File: config.mk
export PLATFORM = sky130hd
export DESIGN_NAME = io_responder
export DESIGN_NICKNAME = d
export VERILOG_FILES = /design/src/rtl/io_pkg.sv /design/src/rtl/sync_fifo.sv /design/src/rtl/io_responder.sv
export SDC_FILE = /design/constraint.sdc
export NUM_CORES = 1
export LEC_CHECK = 0
export CORE_ASPECT_RATIO = 1.1
export CORE_MARGIN = 2
export CORE_UTILIZATION = 45
export CTS_BUF_LIST = sky130_fd_sc_hd__clkbuf_2 sky130_fd_sc_hd__clkbuf_4 sky130_fd_sc_hd__clkbuf_8
export DETAILED_ROUTE_END_ITERATION = 8
export PLACE_DENSITY = 0.67
export SYNTH_ARGS = -nofsm -noshare
export SYNTH_HDL_FRONTEND = slang
export SYNTH_HIERARCHICAL = 1
export SYNTH_SLANG_ARGS = --single-unit
File: constraint.sdc
create_clock -name clk -period 7.5 [get_ports clk]
set_input_delay 1.5 -clock clk [delete_from_list [all_inputs] [get_ports clk]]
set_output_delay 1.5 -clock clk [all_outputs]
set_load 0.05 [all_outputs]
File: src/rtl/io_pkg.sv
// Shared constants and types for the memory-mapped I/O responder.
package io_pkg;

  localparam logic [31:0] IN_ADDR_DEF     = 32'h0000_F000;
  localparam logic [31:0] OUT_ADDR_DEF    = 32'h0000_F004;
  localparam logic [31:0] STATUS_ADDR_DEF = 32'h0000_F008;

  localparam int unsigned STAT_RX_AVAIL = 0;
  localparam int unsigned STAT_TX_FULL  = 1;

  typedef enum logic {
    TX_IDLE,
    TX_SEND
  } tx_state_t;

  function automatic logic [31:0] status_word(input logic tx_full, input logic rx_avail);
    logic [31:0] w;
    w                = '0;
    w[STAT_TX_FULL]  = tx_full;
    w[STAT_RX_AVAIL] = rx_avail;
    return w;
  endfunction

endpackage

File: src/rtl/sync_fifo.sv
// First-word-fall-through synchronous FIFO; pointers carry an extra wrap bit.
module sync_fifo #(
  parameter int unsigned WIDTH = 32,
  parameter int unsigned DEPTH = 16
) (
  input  logic             clk,
  input  logic             rst,
  input  logic             push,
  input  logic [WIDTH-1:0] wdata,
  input  logic             pop,
  output logic [WIDTH-1:0] rdata,
  output logic             full,
  output logic             empty
);

  localparam int unsigned AW = $clog2(DEPTH);

  logic [WIDTH-1:0] mem_q [DEPTH];
  logic [AW:0]      wr_ptr_q, wr_ptr_d;
  logic [AW:0]      rd_ptr_q, rd_ptr_d;
  logic             do_push, do_pop;

  // A push into a full FIFO is accepted when a pop frees the head slot on the same edge.
  always_comb begin
    empty    = (wr_ptr_q == rd_ptr_q);
    full     = (wr_ptr_q[AW] != rd_ptr_q[AW]) && (wr_ptr_q[AW-1:0] == rd_ptr_q[AW-1:0]);
    do_pop   = pop & ~empty;
    do_push  = push & (~full | do_pop);
    wr_ptr_d = wr_ptr_q + (AW+1)'(do_push);
    rd_ptr_d = rd_ptr_q + (AW+1)'(do_pop);
  end

  always_ff @(posedge clk) begin
    if (rst) begin
      wr_ptr_q <= '0;
      rd_ptr_q <= '0;
    end else begin
      wr_ptr_q <= wr_ptr_d;
      rd_ptr_q <= rd_ptr_d;
    end
  end

  always_ff @(posedge clk) begin
    if (do_push) mem_q[wr_ptr_q[AW-1:0]] <= wdata;
  end

  assign rdata = mem_q[rd_ptr_q[AW-1:0]];

endmodule

File: src/rtl/io_responder.sv
// MEM-stage I/O responder: UART rx bytes -> word FIFO -> loads; stores -> word FIFO -> tx bytes.
module io_responder
  import io_pkg::*;
#(
  parameter int unsigned RX_DEPTH    = 16,
  parameter int unsigned TX_DEPTH    = 16,
  parameter logic [31:0] IN_ADDR     = IN_ADDR_DEF,
  parameter logic [31:0] OUT_ADDR    = OUT_ADDR_DEF,
  parameter logic [31:0] STATUS_ADDR = STATUS_ADDR_DEF
) (
  input  logic        clk,
  input  logic        rst,
  input  logic        req_valid,
  input  logic        req_we,
  input  logic [31:0] req_addr,
  input  logic [31:0] req_wdata,
  output logic [31:0] in_data,
  output logic        io_stall,
  input  logic [7:0]  rx_byte,
  input  logic        rx_valid,
  output logic        rx_overrun,
  output logic [7:0]  tx_byte,
  output logic        tx_valid,
  input  logic        tx_ready
);

  logic        rd_in, wr_out, rd_status;
  logic        rx_push, rx_pop, rx_full, rx_empty;
  logic [31:0] rx_word, rx_head;
  logic [1:0]  rx_cnt_q, rx_cnt_d;
  logic [23:0] rx_acc_q, rx_acc_d;
  logic        rx_overrun_q, rx_overrun_d;

  logic        tx_push, tx_pop, tx_full, tx_empty;
  logic [31:0] tx_head;
  tx_state_t   state_q;
  logic [31:0] shreg_q;
  logic [1:0]  idx_q;
  logic        tx_valid_q;
  logic [7:0]  tx_byte_q;
  logic [7:0]  next_byte;

  always_comb begin
    rd_in     = req_valid & ~req_we & (req_addr == IN_ADDR);
    rd_status = req_valid & ~req_we & (req_addr == STATUS_ADDR);
    wr_out    = req_valid &  req_we & (req_addr == OUT_ADDR);
    io_stall  = (rd_in & rx_empty) | (wr_out & tx_full);
    rx_pop    = rd_in & ~rx_empty;
    tx_push   = wr_out & ~tx_full;
    tx_pop    = (state_q == TX_IDLE) & ~tx_empty;
  end

  always_comb begin
    in_data = '0;
    if (rd_in && !rx_empty) in_data = rx_head;
    else if (rd_status)     in_data = status_word(tx_full, ~rx_empty);
  end

  // The fourth byte is never stored in the accumulator; it goes straight into the pushed word.
  always_comb begin
    rx_cnt_d = rx_cnt_q;
    rx_acc_d = rx_acc_q;
    rx_push  = 1'b0;
    rx_word  = {rx_byte, rx_acc_q};
    if (rx_valid) begin
      rx_cnt_d = rx_cnt_q + 2'd1;
      case (rx_cnt_q)
        2'd0:    rx_acc_d[7:0]   = rx_byte;
        2'd1:    rx_acc_d[15:8]  = rx_byte;
        2'd2:    rx_acc_d[23:16] = rx_byte;
        default: rx_push         = 1'b1;
      endcase
    end
    rx_overrun_d = rx_overrun_q | (rx_push & rx_full & ~rx_pop);
  end

  always_ff @(posedge clk) begin
    if (rst) begin
      rx_cnt_q     <= '0;
      rx_acc_q     <= '0;
      rx_overrun_q <= 1'b0;
    end else begin
      rx_cnt_q     <= rx_cnt_d;
      rx_acc_q     <= rx_acc_d;
      rx_overrun_q <= rx_overrun_d;
    end
  end

  sync_fifo #(.WIDTH(32), .DEPTH(RX_DEPTH)) u_rx_fifo (
    .clk   (clk),
    .rst   (rst),
    .push  (rx_push),
    .wdata (rx_word),
    .pop   (rx_pop),
    .rdata (rx_head),
    .full  (rx_full),
    .empty (rx_empty)
  );

  sync_fifo #(.WIDTH(32), .DEPTH(TX_DEPTH)) u_tx_fifo (
    .clk   (clk),
    .rst   (rst),
    .push  (tx_push),
    .wdata (req_wdata),
    .pop   (tx_pop),
    .rdata (tx_head),
    .full  (tx_full),
    .empty (tx_empty)
  );

  always_comb begin
    case (idx_q)
      2'd0:    next_byte = shreg_q[15:8];
      2'd1:    next_byte = shreg_q[23:16];
      default: next_byte = shreg_q[31:24];
    endcase
  end

  always_ff @(posedge clk) begin
    if (rst) begin
      state_q    <= TX_IDLE;
      shreg_q    <= '0;
      idx_q      <= '0;
      tx_valid_q <= 1'b0;
      tx_byte_q  <= '0;
    end else begin
      case (state_q)
        TX_IDLE: begin
          if (!tx_empty) begin
            shreg_q    <= tx_head;
            idx_q      <= '0;
            tx_valid_q <= 1'b1;
            tx_byte_q  <= tx_head[7:0];
            state_q    <= TX_SEND;
          end
        end
        TX_SEND: begin
          if (tx_ready) begin
            if (idx_q == 2'd3) begin
              tx_valid_q <= 1'b0;
              tx_byte_q  <= '0;
              state_q    <= TX_IDLE;
            end else begin
              idx_q     <= idx_q + 2'd1;
              tx_byte_q <= next_byte;
            end
          end
        end
        default: state_q <= TX_IDLE;
      endcase
    end
  end

  assign rx_overrun = rx_overrun_q;
  assign tx_valid   = tx_valid_q;
  assign tx_byte    = tx_byte_q;

endmodule

### After elaboration in Yosys (flattened, before gate mapping)

Memories as Yosys holds them, arrays and structs flattened. A register that Yosys moved wholly into a read port is not among the register bits.
Cells that the tools add are included.

* register bits: 91
* bits in writable memories: 1024
* input port bits: 78
* output and inout bits: 43
* word-level logic and storage cells: 107
* memories kept: 2

Memories
* u_rx_fifo.mem_q: words 16, width 32, rd ports 1, clocked after memory_dff 1, write ports 1, line sync_fifo.sv:18 `logic [WIDTH-1:0] mem_q [DEPTH];`
* u_tx_fifo.mem_q: words 16, width 32, rd ports 1, clocked after memory_dff 1, write ports 1, line sync_fifo.sv:18

* add/sub/neg operators: 6
* eq/ne operators: 17
* multiplexer cells: 27
* bitwise operators: 27
* reductions and logical operators: 14

Operators by type and width (count)
* $eq 32x16->1 const B: 3
* $mux 32: 1
* $pmux 8 s2: 2
* $mux 8: 3
* $add 5x1->5: 4
* $and 1x1->1: 16
* $mux 1: 12
* $eq 5x5->1: 2
* $reduce_and 2->1: 5
* $eq 4x4->1: 2
* $mux 2: 4
* $mux 4: 2
* $not 1->1: 7
* $ne 2x2->1 const B: 3
* $reduce_and 3->1: 2
* $add 2x1->2 const B: 2
* $eq 2x1->1 const B: 2
* $eq 2x2->1 const B: 2
* $logic_not 2->1: 2
* $or 1x1->1: 4
* $pmux 1 s2: 2
* $pmux 2 s2: 1
* $logic_and 1x1->1: 3
* $reduce_or 3->1: 1
* 3 further kinds: 4

### Depth between registers and ports, before layout

Gate-level depths: netlist (run 1).

* depth in word-level cells: 9
* depth in mapped cells: 15
* depth with buffers taken out: 12

### Hierarchy

Netlist (run 1), hierarchy kept.

By module, submodules not included
* sync_fifo at u_tx_fifo: instances 1, cells each 1003, area an instance 20385.8 um^2, seq. area each 15574.9 um^2
* sync_fifo at u_rx_fifo: instances 1, cells each 1004, area an instance 20312.0 um^2, seq. area each 15574.9 um^2
* io_responder: instances 1, cells each 375, area an instance 2930.3 um^2, seq. area each 1261.2 um^2

### Worst setup path after synthesis (run 1)

Ideal clock, no wire load.

* path kind: input-to-reg
* start point: input port req_addr[7]
* end point: memory u_rx_fifo.mem_q[11][0], enable pin
* setup time: 513 ps
* data arrival time: 6210 ps
* required time: 6987 ps
* path slack: 777 ps
* cell stages on the path: 8
* path buffers: 2
* cell sequence: nor4_2 -> nand4_2 -> nor3_4 -> buf_6 -> and2_1 -> nor3_2 -> buf_2 -> nor4b_1

* word-level cells in the longest chain between the ends: 8

Ends and longest elaborated chain
* from (decl): line io_responder.sv:15 `input logic [31:0] req_addr,`
* $eq 32x16->1: line io_responder.sv:44 `rd_in = req_valid & ~req_we & (req_addr == IN_ADDR);`
* $and 1x1->1: line io_responder.sv:44
* $and 1x1->1: line io_responder.sv:48 `rx_pop = rd_in & ~rx_empty;`
* named net rx_pop: line io_responder.sv:28 `logic rx_push, rx_pop, rx_full, rx_empty;`
* $and 1x1->1: line sync_fifo.sv:27 `do_pop = pop & ~empty;`
* $or 1x1->1: line sync_fifo.sv:28 `do_push = push & (~full | do_pop);`
* $and 1x1->1: line sync_fifo.sv:28
* $mux 1: line sync_fifo.sv:44 `if (do_push) mem_q[wr_ptr_q[AW-1:0]] <= wdata;`
* $mux 1 (implied by the code): line sync_fifo.sv:44
* to (decl): line sync_fifo.sv:18

The timed path passes the listed nets, and every way through them passes these cells.

### Worst setup path after layout (run 1)

* start point: register u_rx_fifo.rd_ptr_q[2]
* end point: output port in_data[0]

* word-level cells in the longest chain between the ends: 4
* elaborated cells on any way between the ends: 6
* those cells by class: eq/ne: 1; mux: 2; bitwise: 1; reduce/logical: 2

Ends and longest elaborated chain
* from (decl): line sync_fifo.sv:20 `logic [AW:0] rd_ptr_q, rd_ptr_d;`
* from (signal assigned): line sync_fifo.sv:39 `rd_ptr_q <= rd_ptr_d;`
* $eq 5x5->1 (*): line sync_fifo.sv:25 `empty = (wr_ptr_q == rd_ptr_q);`
* $not 1->1 / $logic_not 1->1 (equally long branches): line io_responder.sv:56, io_responder.sv:55
* $mux 2 / $logic_and 1x1->1 (equally long branches): line io_responder.sv:56, io_responder.sv:55
* $mux 32 (*): line io_responder.sv:55 `if (rd_in && !rx_empty) in_data = rx_head;`
* to (decl): line io_responder.sv:17 `output logic [31:0] in_data,`

Every way passes the cells marked *; elsewhere a longest branch is shown, timed or not.

==> impl_metrics.csv, run 1 <==
group,metric,value,unit
status,result_of_the_run,"finished, final reports clean",
yosys,post_synth_main_area_contributors,"sky130_fd_sc_hd__edfxtp_1 (70%), sky130_fd_sc_hd__mux4_2 (6.3%), sky130_fd_sc_hd__mux2i_1 (5.9%), sky130_fd_sc_hd__dfxtp_1 (3.8%), sky130_fd_sc_hd__a221oi_1 (1.9%)",
floorplanning,floorplan.core_area,95890,µm²
global_routing,grt.busiest_layer,"met2",
worst_setup_path,start_of_the_worst_register_to_register_path,"u_tx_fifo/rd_ptr_q[2]$_SDFF_PP0_",
layout,multi_input_gate_area_in_the_final_layout,10560,µm²
detailed_routing,detail_route.vias_per_cell,5.834,
power_and_ir_drop,power_report.internal_total,0.009525,W
worst_hold_path,worst_hold_path_endpoint,"shreg_q[25]$_SDFFE_PP0P_",
global_routing,grt_first_pass_wirelength,149300,µm
yosys,yosys_warnings,6,
worst_setup_path,crit_path_cell_trace,"and2b_2, a221oi_1, a22oi_1, nand2_1, o21ai_0, nor2_1, clkdlybuf4s50_1",
yosys,synth_seq_cells,1107,
worst_setup_path,max_stage_delay,1050,ps
clock_tree,cts.root.buffer_cell,"sky130_fd_sc_hd__clkbuf_8",
worst_hold_path,hold-path-cell-count,2,
detailed_routing,first_pass_detailed_route_iteration_total,5,
worst_setup_path,type_of_origin_of_the_critical_path,"flip-flop",
clock_tree,cts_tree,"built",
power_and_ir_drop,power.net_switching,0.002405,W
layout,post-route-util,51.97,%
detailed_routing,wl,101300,µm
clock_tree,clock_tree.htree_level_count,4,
worst_setup_path,reg2reg_slack,2940,ps
layout,layout-drive-gt1-share,20.70,%
worst_setup_path,worst-endpoint-arrival,4960,ps
yosys,ys_async_rst_share,0,%
floorplanning,core.rowCount,119,
power_and_ir_drop,gate_power_share,1.1,%
worst_setup_path,worstSetupEndpointType,"output port",
yosys,post_synth_most_frequent_cells,"sky130_fd_sc_hd__edfxtp_1 (1024), sky130_fd_sc_hd__mux2i_1 (257), sky130_fd_sc_hd__nand2_1 (157), sky130_fd_sc_hd__mux4_2 (123), sky130_fd_sc_hd__a221oi_1 (96)",
floorplanning,chipWidth,300.9,µm
global_routing,maximum_number_of_pins_on_one_net_before_global_route_repair,91,
placed_design,port_buffers,120,
yosys,synthFlopType,"sky130_fd_sc_hd__edfxtp_1",
yosys,synth.yosys.seq_area_share,74.29,%
layout,area.growth.synth_to_final,14.22,%
sta,final_hold_viol_count,0,
yosys,synth-edff-count,1024,
yosys,syn-mean-instance-area,18.32,µm²
global_routing,grt.met1_usage,25.82,%
sta,report.final.setup_viol,0,
sta,tightest_pin_transition,1259,ps
global_routing,grt_antenna_before_repair,5,
detailed_routing,drc_errors,0,
global_routing,grt_pass1_vias,23900,
worst_setup_path,reg2reg_to,"u_tx_fifo/mem_q[3][16]$_DFFE_PP_",
power_and_ir_drop,power_dens_cells,239.4,nW/µm²
worst_setup_path,crit_fanout,32,
sta,maxSlewHeadroom,15.85,%
power_and_ir_drop,sw_frac_of_total,20.16,%
sta,rsz0062_at_grt,"false",
sta,final_critical_path_required_period,6457,ps
global_routing,global_route_congestion_overflow_total,0,
sta,finalSetupTns,0,ps
sta,finalWorstSetupSlack,1043,ps
power_and_ir_drop,clock_power_share,42.1,%
yosys,syn_nets,2475,
clock_tree,cts_setup_buffers,0,
worst_setup_path,r2r_depth,10,
worst_setup_path,critical_path.slowest_cell,"sky130_fd_sc_hd__and2b_2",
detailed_routing,dr_total_vias,23330,
yosys,yosysTopAreaCellShare,70.48,%
clock_tree,worst_skew_pair.late_latency,860,ps
power_and_ir_drop,vdd.ir_drop.worst,182.8,µV
sta,max_freq,154.9,MHz
clock_tree,cts.path.max_buffers,3,
placed_design,dp_slack,1787,ps
clock_tree,clock_sinks,1107,
worst_setup_path,cp_top_family,"simple AND/OR/NAND/NOR gates",
detailed_routing,wire_per_inst,25.33,µm
sta,min_period_over_period,86.10,%
sta,whs,458.9,ps
global_routing,grt_util_met3,4.368,%
worst_setup_path,critical_path_required,6000,ps
yosys,netlist_instances,2382,
placed_design,hpwl,54600,µm
placed_design,routabilityCongestion,0.8123,
clock_tree,cts.clk_slew.worst_paths,60,ps
clock_tree,cts_repair_resize_count,0,
layout,register_area,32430,µm²
worst_setup_path,setup.worst_path.class,"flip-flop to output port",
sta,clock_skew,42.66,ps
floorplanning,die-area,99460,µm²
yosys,synth.most_common_cell,"sky130_fd_sc_hd__edfxtp_1",
worst_hold_path,kind_of_path_behind_the_tightest_hold_check,"flip-flop to flip-flop",
yosys,yosys.area.top_type,"sky130_fd_sc_hd__edfxtp_1",
power_and_ir_drop,fin_total_pwr,0.01193,W
yosys,synth_area,43630,µm²
floorplanning,die_height,330.6,µm
power_and_ir_drop,p_leak,15.31,nW
power_and_ir_drop,p_seq_share,56.8,%
clock_tree,cts_hold_buffers,0,
global_routing,grt_util_met2,34.46,%
worst_hold_path,critical_hold_path_startpoint,"shreg_q[25]$_SDFFE_PP0P_",
sta,final_max_slew_viol_count,0,
flow_run,drv_cap,0,
detailed_routing,ant_nets,0,
worst_setup_path,number_of_buffer_and_inverter_instances_along_the_worst_setup_path,1,
detailed_routing,detail_route.iter0.violations,1986,
floorplanning,initial_utilization,45.50,%
yosys,ys_types,52,
layout,num-fill-cells,7626,
clock_tree,tritoncts.num_buffers,171,
global_routing,gr-usage-all-layers,20.45,%
floorplanning,design.portCount,121,
layout,fin_nets,2691,
## worst max-delay path by stage
stage | startpoint | to | slack [ps] | cells after the start
after floorplan | req_addr[7] | u_rx_fifo/mem_q[11][0]$_DFFE_PP_ | 780 | 8
after global placement | req_addr[24] | in_data[3] | 1820 | 7
after detailed placement | req_addr[7] | in_data[3] | 1790 | 7
after CTS | u_rx_fifo/rd_ptr_q[2]$_SDFF_PP0_ | in_data[0] | 1110 | 7
after global routing | u_rx_fifo/rd_ptr_q[2]$_SDFF_PP0_ | in_data[0] | 850 | 7
final | u_rx_fifo/rd_ptr_q[2]$_SDFF_PP0_ | in_data[0] | 1040 | 7
## layout make-up
type / count / area share (%)
inverter: 11 / 0.08286
sequential: 1107 / 65.08
clock buffer: 244 / 5.948
multi-input combinational: 1115 / 21.19
clock inverter: 60 / 0.9717
antenna: 1 / 0.005022
tap: 1270 / 3.189
timing repair buffer: 192 / 3.535
## registers in the layout (all words and copies together) (netlist names), 5 cells and up
register and cells:
shreg_q 24, tx_byte 8, rx_acc_q 24, u_tx_fifo/wr_ptr_q 5
u_rx_fifo/wr_ptr_q 5, u_rx_fifo/mem_q 512, u_rx_fifo/rd_ptr_q 5, u_tx_fifo/mem_q 512
u_tx_fifo/rd_ptr_q 5
## power groups by stage
stage	clock [W]	combinational, W	sequential, W
finish	0.00502	0.000136	0.00677
global route	0.00539	0.000150	0.00677
CTS	0.00513	0.000137	0.00677
detailed placement	0	0.000137	0.00690
global placement	0	0.000131	0.00690
floorplan	0	0.0000344	0.00689
## cells in the final DEF (no fill, tap or decap), types with 6 or more instances in the layout
| cell | Yosys | routed |
|---|---|---|
| sky130_fd_sc_hd__clkdlybuf4s50_1 | 0 | 119 |
| sky130_fd_sc_hd__a22oi_1 | 77 | 77 |
| sky130_fd_sc_hd__nand4_1 | 7 | 7 |
| sky130_fd_sc_hd__a21oi_1 | 61 | 61 |
| sky130_fd_sc_hd__nand2_1 | 157 | 157 |
| sky130_fd_sc_hd__nand2b_1 | 8 | 8 |
| sky130_fd_sc_hd__o21ai_0 | 62 | 62 |
| sky130_fd_sc_hd__clkinv_1 | 0 | 28 |
| sky130_fd_sc_hd__ha_1 | 15 | 15 |
| sky130_fd_sc_hd__nor2_1 | 45 | 36 |
| sky130_fd_sc_hd__xnor2_1 | 17 | 17 |
| sky130_fd_sc_hd__and3_1 | 29 | 29 |
| sky130_fd_sc_hd__buf_4 | 14 | 70 |
| sky130_fd_sc_hd__clkbuf_8 | 0 | 181 |
| sky130_fd_sc_hd__clkinv_2 | 0 | 13 |
| sky130_fd_sc_hd__nor2_4 | 0 | 9 |
| sky130_fd_sc_hd__dfxtp_1 | 83 | 77 |
| sky130_fd_sc_hd__inv_1 | 11 | 11 |
| sky130_fd_sc_hd__mux4_2 | 123 | 123 |
| sky130_fd_sc_hd__a221oi_1 | 96 | 96 |
| sky130_fd_sc_hd__mux2i_1 | 257 | 257 |
| sky130_fd_sc_hd__edfxtp_1 | 1024 | 1024 |
| sky130_fd_sc_hd__nor4b_2 | 0 | 18 |
| sky130_fd_sc_hd__nor2b_1 | 14 | 12 |
| sky130_fd_sc_hd__a221oi_2 | 32 | 32 |
| sky130_fd_sc_hd__nand3_1 | 35 | 35 |
| sky130_fd_sc_hd__clkbuf_4 | 1 | 63 |
| sky130_fd_sc_hd__xor2_1 | 6 | 6 |
## stage by stage
step / std cells / area (µm²)
global placement: 3695 / 46380
detailed placement: 3695 / 46380
global route: 4000 / 49830
floorplan: 2382 / 43630
finish: 4000 / 49830
CTS: 3999 / 49830
## per-layer routing
layer / part of all wire [%] / vias up / wire [µm]
li1: - / 10130 / -
met1: 40 / 11990 / 40170
met2: 50 / 978 / 50340
met3: 7.3 / 230 / 7401
met4: 3.4 / 2 / 3404
met5: 0.011 / - / 11
## cell families after synthesis
family / after synthesis / synth area share, %
AO/OA/AOI/OAI: 342 / 6.017
adder cells (fa/ha/maj): 15 / 0.4302
buffers and inverters: 160 / 2.180
multiplexers: 385 / 12.55
flip-flops: 1107 / 74.29
AND/OR/NAND/NOR: 350 / 4.075
XOR/XNOR: 23 / 0.4617
## worst min-delay path: stages (launching register included)
cell and delay, ps:
sky130_fd_sc_hd__dfxtp_1 310, sky130_fd_sc_hd__nand2_1 50, sky130_fd_sc_hd__a21oi_1 50
Power figures use the tool's default switching activity.
==> run 2: changes to the inputs <==
Settings changed: CELL_PAD_IN_SITES_DETAIL_PLACEMENT set to 1, CELL_PAD_IN_SITES_GLOBAL_PLACEMENT set to 1, PLACE_DENSITY 0.67 to 0.74.
==> run 2 against run 1 <==
Compared with the run above:
- routed wire length is 11% higher
- final cell count hardly changed
- sequential power hardly changed
- register-to-register slack worse by 410 ps
- non-clock buffer count is 8 lower
- sequential share of layout area is 0.12 points higher
- worst setup slack better by 130 ps
- total power is 0.11% higher
- clock power hardly changed
- critical path type unchanged
- largest cell class unchanged
- worst hold slack better by 13 ps
- via count is 2.5% higher
==> impl_metrics.csv, run 2 (synthesized netlist as in run 1, its figures left out) <==
group,metric,value,unit
detailed_routing,detail_route.vias_per_cell,5.980,
clock_tree,cts.path.max_buffers,3,
worst_setup_path,cp_top_family,"simple AND/OR/NAND/NOR gates",
worst_setup_path,critical_path.slowest_cell,"sky130_fd_sc_hd__dfxtp_4",
floorplanning,floorplan.core_area,95890,µm²
worst_setup_path,worst-endpoint-arrival,4830,ps
layout,mostFrequentLayoutCell,"sky130_fd_sc_hd__edfxtp_1",
detailed_routing,wire_per_inst,28.19,µm
clock_tree,clock_sinks,1107,
global_routing,gr-usage-all-layers,22.97,%
clock_tree,cts.clk_slew.worst_paths,60,ps
layout,finalNonFillerCells,3998,
clock_tree,cts.root.buffer_cell,"sky130_fd_sc_hd__clkbuf_8",
clock_tree,cts_tree,"built",
power_and_ir_drop,vdd.ir_drop.worst,160.7,µV
sta,maxSlewHeadroom,13.27,%
global_routing,grt_antenna_before_repair,5,
floorplanning,die_height,330.6,µm
detailed_routing,first_pass_detailed_route_iteration_total,5,
power_and_ir_drop,power_dens_cells,240.1,nW/µm²
clock_tree,cts_repair_resize_count,0,
sta,min_period_over_period,84.39,%
layout,area.growth.synth_to_final,14.00,%
clock_tree,worst_skew_pair.late_latency,870,ps
sta,max_freq,158.0,MHz
sta,report.final.setup_viol,0,
floorplanning,design.portCount,121,
floorplanning,core.rowCount,119,
worst_setup_path,max_stage_delay,980,ps
clock_tree,cts_hold_buffers,0,
placed_design,port_buffers,120,
detailed_routing,drc_errors,0,
sta,final_critical_path_required_period,6329,ps
worst_setup_path,setup.worst_path.class,"flip-flop to output port",
power_and_ir_drop,fin_total_pwr,0.01194,W
detailed_routing,dr_total_vias,23910,
flow_run,drv_cap,0,
worst_setup_path,crit_fanout,58,
worst_setup_path,number_of_buffer_and_inverter_instances_along_the_worst_setup_path,1,
detailed_routing,wl,112700,µm
worst_setup_path,critical_path_required,6000,ps
floorplanning,chipWidth,300.9,µm
sta,tightest_pin_transition,1301,ps
global_routing,maximum_number_of_pins_on_one_net_before_global_route_repair,84,
worst_setup_path,type_of_origin_of_the_critical_path,"flip-flop",
sta,finalSetupTns,0,ps
sta,final_max_slew_viol_count,0,
clock_tree,tritoncts.num_buffers,173,
worst_setup_path,crit_path_cell_trace,"and2b_2, a221oi_1, o21ai_1, nand2_1, a22oi_1, nor4_1, clkdlybuf4s50_1",
layout,post-route-util,51.87,%
status,result_of_the_run,"finished, final reports clean",
sta,rsz0062_at_grt,"false",
placed_design,hpwl,61330,µm
sta,whs,471.9,ps
sta,final_hold_viol_count,0,
layout,layout-drive-gt1-share,20.48,%
layout,fin_nets,2685,
worst_hold_path,kind_of_path_behind_the_tightest_hold_check,"flip-flop to flip-flop",
global_routing,global_route_congestion_overflow_total,0,
placed_design,routabilityCongestion,0.8256,
floorplanning,die-area,99460,µm²
power_and_ir_drop,p_leak,15.27,nW
global_routing,grt_first_pass_wirelength,167900,µm
placed_design,placed_cells,3687,
detailed_routing,ant_nets,0,
clock_tree,clock_tree.htree_level_count,4,
global_routing,grt_pass1_vias,25980,
detailed_routing,detail_route.iter0.violations,1930,
layout,layout_common_cells,"sky130_fd_sc_hd__edfxtp_1 (1024), sky130_fd_sc_hd__mux2i_1 (257), sky130_fd_sc_hd__clkbuf_8 (182), sky130_fd_sc_hd__nand2_1 (157), sky130_fd_sc_hd__mux4_2 (123)",
sta,clock_skew,52.42,ps
clock_tree,cts_setup_buffers,0,
floorplanning,initial_utilization,45.50,%
worst_setup_path,worstSetupEndpointType,"output port",
-- run 2: cell types whose count changed in the layout (fill, tap and decap cells not counted), sizes merged --
cell / before / now
inv: 18 / 20
buf: 73 / 65
clkbuf: 244 / 243
clkinv: 43 / 52
clkinvlp: 5 / 2
bufinv: 5 / 2
diode: 1 / 3
-- run 2: final timing paths --
| check | start | to | slack (ps) | cells after the start |
|---|---|---|---|---|
| worst min-delay path | shreg_q[18]$_SDFFE_PP0P_ | shreg_q[18]$_SDFFE_PP0P_ | 470 | 2 |
| worst max-delay path | u_rx_fifo/rd_ptr_q[1]$_SDFF_PP0_ | in_data[1] | 1170 | 7 |
| worst min register to register | shreg_q[18]$_SDFFE_PP0P_ | shreg_q[18]$_SDFFE_PP0P_ | 470 | 2 |
| worst max register to register | u_rx_fifo/rd_ptr_q[2]$_SDFF_PP0_ | u_rx_fifo/mem_q[4][2]$_DFFE_PP_ | 2530 | 9 |
-- run 2: final cells by class --
cell class              count  area [µm²]
clock inverters            65       456.7
clock buffers             243        2963
flip-flops and latches   1107       32430
inverters                  11       41.29
well taps                1270        1589
diodes                      3       7.507
multi-input cells        1115       10560
repair buffers            184        1692
fillers                  8777       46150
-- run 2: worst reg2reg max path, cell delays in order, from the launching register on --
cell and delay [ps]:
sky130_fd_sc_hd__dfxtp_1 900, sky130_fd_sc_hd__buf_4 560, sky130_fd_sc_hd__xnor2_1 200, sky130_fd_sc_hd__nand4_1 230, sky130_fd_sc_hd__nor2_1 470, sky130_fd_sc_hd__nor3_2 180, sky130_fd_sc_hd__and2_1 230, sky130_fd_sc_hd__nor3_4 1010
sky130_fd_sc_hd__nor2_4 490, sky130_fd_sc_hd__buf_4 390
-- run 2: through the flow --
step | cell area, µm² | worst slack [ps]
CTS | 49730 | 1049
finish | 49740 | 1171
global placement | 46310 | 1816
floorplan | 43630 | 777.3
detailed placement | 46310 | 1759
global route | 49730 | 831.3
-- run 2: power by group --
| part | switching, W | internal (W) | leakage (nW) | total [W] |
|---|---|---|---|---|
| sequential | 0.0000292 | 0.00674 | 10.0 | 0.00677 |
| combinational | 0.0000901 | 0.0000501 | 3.44 | 0.000140 |
| clock | 0.00239 | 0.00265 | 1.82 | 0.00503 |
-- run 2: layer usage --
metal / global-route usage, % / part of all wire, %
met5: 0 / 0.036
met4: 8.252 / 2.9
met3: 4.887 / 6.7
met2: 39.07 / 50
met1: 29.16 / 40
==> run 3: changes to the inputs <==
Clock period 7.5 ns to 6.6 ns, I/O delays scaled along.
==> run 3 against run 2 <==
Compared with the run above:
- critical path depth is 1 higher
- worst setup slack worse by 510 ps
- first-iteration DRC count is 2.3% lower
- global-route usage is 0.072 points lower
- sequential power is 14% higher
- cell area is 0.25% higher
- sequential share of layout area is 0.17 points lower
- worst hold slack worse by 5.0 ps
- clock power is 17% higher
- register-to-register slack worse by 570 ps
- core utilization is 0.13 points higher
- via count is 0.91% lower
- critical path type unchanged
- critical endpoint is now in_data[0]
- highest routed layer unchanged
==> impl_metrics.csv, run 3 (synthesized netlist as in run 1, its figures left out) <==
group,metric,value,unit
detailed_routing,met3RoutedLength,7811,µm
sta,report.final.setup_viol,0,
global_routing,global_route_congestion_overflow_total,0,
worst_setup_path,worstSetupEndpointType,"output port",
sta,max_freq,168.5,MHz
floorplanning,initial_utilization,45.50,%
layout,layout-drive-gt1-share,21.60,%
floorplanning,chipWidth,300.9,µm
worst_setup_path,start_of_the_worst_register_to_register_path,"u_tx_fifo/rd_ptr_q[0]$_SDFF_PP0_",
flow_run,drv_cap,0,
sta,min_period_over_period,89.93,%
sta,finalSetupTns,0,ps
worst_setup_path,worst_setup_path_startpoint,"u_rx_fifo/rd_ptr_q[2]$_SDFF_PP0_",
floorplanning,floorplan.core_area,95890,µm²
layout,fin_nets,2693,
worst_setup_path,setup.worst_path.class,"flip-flop to output port",
clock_tree,cts_repair_resize_count,0,
sta,maxSlewHeadroom,17.58,%
clock_tree,cts_tree,"built",
layout,num-fill-cells,8804,
worst_setup_path,worst-endpoint-arrival,4620,ps
placed_design,port_buffers,120,
detailed_routing,wl,112100,µm
clock_tree,cts.path.max_buffers,3,
detailed_routing,detail_route.vias_per_cell,5.902,
worst_hold_path,critical_hold_path_startpoint,"shreg_q[13]$_SDFFE_PP0P_",
worst_setup_path,critical_path_required,5280,ps
sta,whs,466.8,ps
global_routing,grt_pass1_vias,25820,
global_routing,grt_first_pass_wirelength,166500,µm
layout,mostFrequentLayoutCell,"sky130_fd_sc_hd__edfxtp_1",
placed_design,routabilityCongestion,0.8123,
worst_setup_path,crit_fanout,21,
clock_tree,tritoncts.num_buffers,174,
clock_tree,clock_sinks,1107,
detailed_routing,ant_nets,0,
floorplanning,die_height,330.6,µm
clock_tree,worst_skew_pair.late_latency,860,ps
global_routing,gr-usage-all-layers,22.89,%
worst_hold_path,kind_of_path_behind_the_tightest_hold_check,"flip-flop to flip-flop",
detailed_routing,routedLengthMet1,43920,µm
detailed_routing,first_pass_detailed_route_iteration_total,5,
global_routing,grt_antenna_before_repair,5,
clock_tree,cts_hold_buffers,0,
sta,finalWorstSetupSlack,664.4,ps
layout,layout_common_cells,"sky130_fd_sc_hd__edfxtp_1 (1024), sky130_fd_sc_hd__mux2i_1 (257), sky130_fd_sc_hd__clkbuf_8 (195), sky130_fd_sc_hd__nand2_1 (157), sky130_fd_sc_hd__mux4_2 (123)",
sta,tightest_pin_transition,1234,ps
sta,rsz0062_at_grt,"false",
power_and_ir_drop,vdd.ir_drop.worst,248.5,µV
power_and_ir_drop,power_dens_cells,275.3,nW/µm²
floorplanning,die-area,99460,µm²
sta,final_hold_viol_count,0,
detailed_routing,met2_length,57020,µm
global_routing,maximum_number_of_pins_on_one_net_before_global_route_repair,84,
worst_setup_path,type_of_origin_of_the_critical_path,"flip-flop",
placed_design,hpwl,62310,µm
layout,post-route-util,52.00,%
layout,area.growth.synth_to_final,14.29,%
status,result_of_the_run,"finished, final reports clean",
floorplanning,design.portCount,121,
clock_tree,clock_tree.htree_level_count,4,
detailed_routing,wire_per_inst,27.92,µm
detailed_routing,drc_errors,0,
sta,final_critical_path_required_period,5936,ps
detailed_routing,detail_route.iter0.violations,1886,
clock_tree,cts_setup_buffers,0,
clock_tree,cts.clk_slew.worst_paths,60,ps
sta,clock_skew,43.40,ps
floorplanning,core.rowCount,119,
detailed_routing,dr_total_vias,23690,
layout,register_area,32430,µm²
layout,multi_input_gate_area_in_the_final_layout,10560,µm²
detailed_routing,top_signal_layer_used,"met5",
clock_tree,cts.root.buffer_cell,"sky130_fd_sc_hd__clkbuf_8",
sta,final_max_slew_viol_count,0,
power_and_ir_drop,p_leak,15.38,nW
placed_design,dp_slack,1281,ps
==> run 3: cell types whose count changed in the layout (fill, tap and decap cells not counted), sizes merged <==
cell / delta
clkbuf: +18
clkdlybuf4s50: -18
inv: -1
bufinv: +1
buf: +25
clkinv: -12
clkinvlp: +3
==> run 3: metal layers <==
metal,track usage (%),up-vias
met5,0,-
met4,8.241,4
met3,5.188,236
met2,39.16,907
met1,28.66,12400
li1,-,10150
==> run 3: worst max-delay path, stage by stage (launching register included) <==
cell,delay [ps]
sky130_fd_sc_hd__dfxtp_1,870
sky130_fd_sc_hd__nor2b_4,820
sky130_fd_sc_hd__buf_4,350
sky130_fd_sc_hd__a221oi_1,150
sky130_fd_sc_hd__a22oi_1,240
sky130_fd_sc_hd__nand2_1,170
sky130_fd_sc_hd__o21ai_0,340
sky130_fd_sc_hd__nor2_1,100
sky130_fd_sc_hd__clkdlybuf4s50_1,720
==> run 3: layout make-up <==
cell class | count | share of cell area [%]
flip-flops and latches | 1107 | 65.04
multi-input cells | 1115 | 21.18
clock buffers | 261 | 6.376
repair buffers | 191 | 3.383
well taps | 1270 | 3.187
clock inverters | 56 | 0.7453
inverters | 11 | 0.08281
diodes | 3 | 0.01506
==> run 3: final timing paths <==
| check | slack (ps) | to | depth (start not counted) |
|---|---|---|---|
| setup / recovery | 660 | in_data[0] | 8 |
| hold / removal | 470 | shreg_q[13]$_SDFFE_PP0P_ | 2 |
| setup reg to reg | 1960 | u_tx_fifo/wr_ptr_q[4]$_SDFF_PP0_ | 12 |
| hold reg to reg | 470 | shreg_q[13]$_SDFFE_PP0P_ | 2 |
==> run 3: where the power goes <==
part           switching (W)  total (W)  internal [W]
sequential         0.0000339    0.00770       0.00766
clock                0.00267    0.00587       0.00320
combinational       0.000102   0.000159     0.0000571
==> run 3: through the flow <==
stage | std cells | power (W) | cell area (µm²)
2_1_floorplan | 2382 | 0.007868 | 43630
3_3_place_gp | 3694 | 0.007987 | 46300
3_5_place_dp | 3694 | 0.008003 | 46300
4_1_cts | 4011 | 0.01386 | 49860
5_1_grt | 4013 | 0.01417 | 49860
6_report | 4014 | 0.01373 | 49860
